**config.mk**
```make
export PLATFORM = sky130hd
export DESIGN_NAME = timer_counter
export DESIGN_NICKNAME = d
export VERILOG_FILES = /design/src/rtl/timer_counter.sv
export SDC_FILE = /design/constraint.sdc
export NUM_CORES = 1
export LEC_CHECK = 0
export CAP_MARGIN = 20
export CORE_AREA = 2 2 47 92
export DETAILED_ROUTE_END_ITERATION = 10
export DIE_AREA = 0 0 49 94
export PLACE_DENSITY = 0.64
export SETUP_SLACK_MARGIN = 0.3
export SYNTH_ARGS = -nofsm -noshare
export SYNTH_HDL_FRONTEND = slang
export SYNTH_SLANG_ARGS = --single-unit
```
**constraint.sdc**
```tcl
create_clock -name CLK -period 2.36 [get_ports CLK]
set_input_delay 0.472 -clock CLK [delete_from_list [all_inputs] [get_ports CLK]]
set_output_delay 0.472 -clock CLK [all_outputs]
set_load 0.01 [all_outputs]
```
**src/rtl/timer_counter.sv**
```systemverilog
// timer_counter: 8051-style timer/counter with 13-bit, 16-bit, 8-bit
// auto-reload and hold modes. It counts either machine-cycle strobes (CE)
// or falling edges on the asynchronous pin T, sampled once per machine cycle.
// Optional build macro COUNTER_GATE_EN adds the GATE/INT run qualifier.
module timer_counter (
  input  logic       CLK,
  input  logic       RSTdash,
  input  logic       T,
  input  logic       CE,
  input  logic       TR,
  input  logic       CT,
  input  logic [1:0] M,
  input  logic       WRL,
  input  logic       WRH,
  input  logic [7:0] DIN,
  input  logic       TFCLR,
`ifdef COUNTER_GATE_EN
  input  logic       GATE,
  input  logic       INT,
`endif
  output logic [7:0] TL,
  output logic [7:0] TH,
  output logic       TF
);

  localparam logic [1:0] MODE_13   = 2'd0;
  localparam logic [1:0] MODE_16   = 2'd1;
  localparam logic [1:0] MODE_8RLD = 2'd2;
  localparam logic [1:0] MODE_HOLD = 2'd3;

  logic       sync1;
  logic       sync2;
  logic       samp;
  logic       fall;
  logic       run;
  logic       tick;
  logic       write;
  logic       ovf;
  logic [7:0] tl_nxt;
  logic [7:0] th_nxt;

  // Two-flop synchroniser for T plus the per-machine-cycle sample; the sample
  // keeps tracking even while stopped so no stale edge survives a restart.
  always_ff @(posedge CLK or negedge RSTdash) begin
    if (!RSTdash) begin
      sync1 <= 1'b1;
      sync2 <= 1'b1;
      samp  <= 1'b1;
    end else begin
      sync1 <= T;
      sync2 <= sync1;
      if (CE) samp <= sync2;
    end
  end

  assign fall = CE & samp & ~sync2;

`ifdef COUNTER_GATE_EN
  logic int_sync1;
  logic int_sync2;

  // Synchronise INT before it qualifies the run enable.
  always_ff @(posedge CLK or negedge RSTdash) begin
    if (!RSTdash) begin
      int_sync1 <= 1'b0;
      int_sync2 <= 1'b0;
    end else begin
      int_sync1 <= INT;
      int_sync2 <= int_sync1;
    end
  end

  assign run = TR & (~GATE | int_sync2);
`else
  assign run = TR;
`endif

  assign tick  = run & CE & (CT ? fall : 1'b1);
  assign write = WRL | WRH;

  // Next count value; a register write swallows a coincident tick entirely.
  always_comb begin
    tl_nxt = TL;
    th_nxt = TH;
    ovf    = 1'b0;
    if (write) begin
      if (WRL) tl_nxt = DIN;
      if (WRH) th_nxt = DIN;
    end else if (tick) begin
      case (M)
        MODE_13:   {ovf, th_nxt, tl_nxt[4:0]} = {1'b0, TH, TL[4:0]} + 14'd1;
        MODE_16:   {ovf, th_nxt, tl_nxt} = {1'b0, TH, TL} + 17'd1;
        MODE_8RLD: begin
          if (TL == 8'hFF) begin
            tl_nxt = TH;
            ovf    = 1'b1;
          end else begin
            tl_nxt = TL + 8'd1;
          end
        end
        MODE_HOLD: ;
        default:   ;
      endcase
    end
  end

  // Count registers and overflow flag; overflow beats a simultaneous clear.
  always_ff @(posedge CLK or negedge RSTdash) begin
    if (!RSTdash) begin
      TL <= 8'h00;
      TH <= 8'h00;
      TF <= 1'b0;
    end else begin
      TL <= tl_nxt;
      TH <= th_nxt;
      if (ovf)        TF <= 1'b1;
      else if (TFCLR) TF <= 1'b0;
    end
  end

endmodule

```
# --- After elaboration in Yosys (flattened, before gate mapping) ---
# Index checks and enable logic that the tools add are counted.
totals:
  regBits: 20
  out_inout_bits: 17
  elab_cells: 47
op_classes:
  n_addsub: 3
  n_eq_ne: 5
  n_mux: 17
  bitwise: 6
  n_reduce_logical: 9
ops:
  columns: ["op", "count"]
  rows:
  - ["$mux 8", 7]
  - ["$add 16x1->17 const B", 1]
  - ["$pmux 8 s2", 1]
  - ["$pmux 5 s3", 1]
  - ["$add 13x1->14 const B", 1]
  - ["$reduce_and 3->1", 3]
  - ["$add 8x1->8 const B", 1]
  - ["$eq 8x8->1 const B", 1]
  - ["$mux 1", 6]
  - ["$pmux 3 s2", 1]
  - ["$reduce_bool 3->1", 2]
  - ["$and 1x1->1", 4]
  - ["$ne 2x2->1 const B", 2]
  - ["$reduce_bool 2->1", 2]
  - ["$reduce_bool 4->1", 1]
  - ["$pmux 1 s3", 1]
  - ["$eq 2x1->1 const B", 1]
  - ["$eq 2x2->1 const B", 1]
  - ["$logic_not 2->1", 1]
  - ["$not 1->1", 1]
  - ["$or 1x1->1", 1]

# --- Logic depth before layout (Yosys ltp) ---
logic_depth:
  depth_word: 7
  depth_mapped: 8

# --- Worst setup path after synthesis ---
# No wires, ideal clock.
synth_path:
  kind: "input to register"
  startpoint: "input port M[1]"
  endpoint: "register TH[1]"
  setup_time_ps: 66
  arrival_ps: 1872
  required_ps: 2294
  setup_slack_ps: 422
  path_stages: 7
  path_buffers: 0
  cell_sequence: "inv_1 ha_1 nor2_2 a2111oi_4 nor2_2 a2111oi_2 a31o_1"
synth_via:
  elab_chain_cells: 4
  elab_cells_between_ends: 7
  classes_between: "1 x eq/ne; 3 x mux; 3 x reduce/logical"
synth_rtl:
  columns: ["item", "line_no", "rtl"]
  rows:
  - ["from (decl)", "12", "input logic [1:0] M,"]
  - ["$eq 2x1->1 / $logic_not 2->1 (equally long branches)", "90", "case (M)"]
  - ["$pmux 8 s2", "90", null]
  - ["$mux 8", "89", "end else if (tick) begin"]
  - ["$mux 8", "86", "if (write) begin"]
  - ["to (signal assigned)", "115", "TH <= th_nxt;"]
  - ["to (decl)", "22", "output logic [7:0] TH,"]
# Parallel ways exist; a longest one is shown, timed or not. The select of a mux whose other input is x is not followed.
# A chain may end at the register's enable or synchronous reset.

# --- Final worst setup path ---
layout_path:
  startpoint: "input port WRL"
  endpoint: "register TH[1]"
layout_via:
  elab_chain_cells: 3
  elab_cells_between_ends: 6
  classes_between: "1 x eq/ne; 1 x mux; 1 x bitwise; 3 x reduce/logical"
layout_rtl:
  columns: ["item", "line_no", "rtl"]
  rows:
  - ["from (decl)", "13", "input logic WRL,"]
  - ["$or 1x1->1 (*)", "79", "assign write = WRL | WRH;"]
  - ["$ne 2x2->1 (no source line) (tied with other cells)", null, null]
  - ["$reduce_and 3->1 (no source line)", null, null]
# Mark *: on every way between the ends. The rest lies on a longest branch, timed or not.

==> impl_metrics.py <==
metrics = {
    "clock_tree": {
        "clk_latency_ps": 260,
        "cts_sinks": 20,
        "tritoncts": "built",
        "clkTransAtPathRegs_ps": 80,
        "cts_max_level": 1,
        "cts_buffers": 3,
        "cts_buffer_depth": 2,
        "cts_root_buf": "clkbuf_8",
    },
    "global_route": {
        "antenna_found_initial": 0,
        "use_met2": 0.3573,
        "globalRouteMet3Util": 0.02070,
        "busiest_layer": "met2",
        "overflow": 0,
        "grt_pass1_vias": 1536,
        "grt_util_met1": 0.2183,
        "track_usage": 0.1973,
        "grt_pass1_wl_um": 7058,
        "grt_max_degree": 15,
    },
    "pwr": {
        "p_leak_nw": 0.8466,
        "peakVddDrop_uv": 368.8,
        "pwr_density_cell_nw_per_um2": 502.2,
        "power.total_mw": 1.057,
    },
    "timing": {
        "finalSetupViolations": 0,
        "max_freq_mhz": 519.2,
        "maxSlewViolCount": 0,
        "timing.hold.ws_ps": 360.3,
        "final_hold_viol_count": 0,
        "min_period_ps": 1926,
        "worst_slew_pin_slew_ps": 473.0,
        "rsz0062_at_grt": "false",
        "period_share": 0.8161,
        "skew_ps": 5.467,
        "max_slew_margin": 0.6765,
        "tns_ps": 0,
    },
    "synthesis": {
        "netlist_top_cells_count": "nor2_1 (20), dfrtp_1 (17), nand2_1 (12)",
        "synthAdderAreaFrac": 0.04191,
        "yosysWarnings": 0,
        "yosysTopAreaCell": "dfrtp_1",
        "synth-compound-area-share": 0.2917,
        "ys_types": 53,
        "synthSimpleGateAreaFrac": 0.2414,
        "synth_area_um2": 1493,
        "synth-edff-count": 0,
        "synthDominantCellAreaShare": 0.2850,
        "synth.most_common_cell": "nor2_1",
        "ys_ff_latch": 20,
        "synth_nets": 194,
        "syn-instance-count": 170,
        "synth_mux_area_frac": 0.01509,
        "synth_seq_area_share": 0.3378,
        "synth.avg_cell_area_um2": 8.780,
        "synth-xor-area-share": 0.02347,
        "synth_top_family_by_area": "compound AO/OA/AOI/OAI gates",
        "synthArstFlopShare": 1.000,
        "ys_top_cells_by_area": "dfrtp_1 (28%), dfstp_2 (5.3%), nor2_1 (5.0%)",
        "synthFlopType": "dfrtp_1",
    },
    "worst_setup_path": {
        "start_kind": "primary input",
        "crit_path_max_incr_delay_ps": 530,
        "end_kind": "flip-flop",
        "path_buf_inv": 3,
        "worstPathArrival_ps": 2120,
        "path_cells": "clkdlybuf4s50_1, buf_4, a2111oi_4, buf_6, nor2_2, a2111oi_2, a31o_1",
        "crit_type": "primary input to flip-flop",
        "cpMaxStageDelayCell": "clkdlybuf4s50_1",
        "worstPathRequired_ps": 2550,
        "cp_top_family": "buffers and inverters",
        "cp_max_fo": 6,
    },
    "detailed_routing": {
        "drtPass1Iterations": 4,
        "vias_per_cell": 5.767,
        "wirelength_um": 4325,
        "drt_iter0_drc": 50,
        "ant_nets": 0,
        "wl_per_cell_um": 16.02,
        "vias": 1557,
        "drc": 0,
    },
    "die": {
        "io-pin-count": 36,
        "die_x_um": 49,
        "core_area_um2": 3884,
        "die_y_um": 94,
        "start_util": 0.3843,
        "dieArea_um2": 4606,
        "num_rows": 32,
    },
    "status": {
        "status": "completed",
    },
    "final_layout": {
        "nets": 244,
        "n_fill_cell": 365,
        "final_cells": 270,
        "diodes": 0,
        "drive_gt1_frac": 0.2374,
        "multiInputGateArea_um2": 948.4,
        "areaGrowthSynthToFinish_pct": 41.07,
        "register_area_um2": 506.7,
    },
    "place": {
        "globalplace.congestion": 0.9365,
        "port_buffers": 35,
        "placed_cells": 260,
        "dpl.hpwl_um": 3389,
    },
    "job": {
        "drv_cap": 0,
    },
    "worst_hold_path": {
        "hold_path.class": "flip-flop to flip-flop",
    },
}
## worst paths after layout
check                      startpoint    end  slack, ps  cells after the start
setup / recovery                  WRL  TH[1]        430                      7
hold / removal                  sync1  sync2        360                      0
setup reg to reg                TL[1]  TL[7]        450                      6
min in group asynchronous     RSTdash  TH[7]        520                      1
hold reg to reg                 sync1  sync2        360                      0
max in group asynchronous     RSTdash  TL[1]       1300                      2
## sequential cells by signal, indices dropped and copies added (netlist names)
signal  flops
TH          8
TL          8
samp        1
TF          1
sync1       1
sync2       1
## metrics by stage
step,utilization,cell area (µm²),worst slack (ps)
2_1_floorplan,-,1493,422.0
3_3_place_gp,0.5052,1962,-42.57
3_5_place_dp,0.5052,1962,-61.23
4_1_cts,0.5226,2029,260.3
5_1_grt,0.5422,2106,345.8
6_report,0.5422,2106,434.0
## per-layer routing
| metal | vias to the layer above | share of wire |
|---|---|---|
| li1 | 732 | - |
| met1 | 748 | 0.39 |
| met2 | 60 | 0.54 |
| met3 | 17 | 0.034 |
| met4 | 0 | 0.034 |
| met5 | - | 0 |
## cells in the final DEF, fill, tap and decap left out, types with 3 or more instances in the layout
master / count
clkdlybuf4s50_1: 33
buf_4: 17
dfstp_2: 3
nor3_1: 4
o31ai_1: 4
a31oi_1: 5
a2bb2oi_1: 3
nand2_1: 11
nand3_1: 8
clkbuf_8: 4
inv_1: 9
a21oi_1: 9
and3_1: 3
xnor2_1: 3
dfrtp_1: 15
nor2_1: 20
o21ai_0: 5
nand2b_1: 3
nand4_1: 4
## kinds of logic (layout without fill, tap and decap cells)
| logic type | Yosys count | after routing |
|---|---|---|
| AO/OA/AOI/OAI | 53 | 53 |
| XOR/XNOR | 4 | 4 |
| adder cells (fa/ha/maj) | 5 | 5 |
| flip-flops | 20 | 20 |
| multiplexers | 2 | 2 |
| buffers and inverters | 18 | 67 |
| AND/OR/NAND/NOR | 68 | 68 |
## area by class of cell
type / instances / area share
clock buffer: 4 / 0.02614
inverter: 10 / 0.01783
multi-input combinational: 132 / 0.4504
sequential: 20 / 0.2406
tap: 51 / 0.03030
timing repair buffer: 53 / 0.2347
## repair_timing
action / 4_1_cts / 5_1_grt
hold buffers: 0 / 0
setup buffers: 0 / 6
endpoints found under the hold margin: 0 / 0
resized for setup: 3 / 10
pin swaps: 1 / 3
endpoints found under the setup margin: 9 / 13
gates cloned: 0 / 0
## power by group
part           total [mW]  internal, mW  switching, mW
sequential          0.455         0.383         0.0717
clock               0.262         0.148          0.114
combinational       0.340         0.183          0.158
total                1.06         0.714          0.344
(Power assumes the default switching activity.)
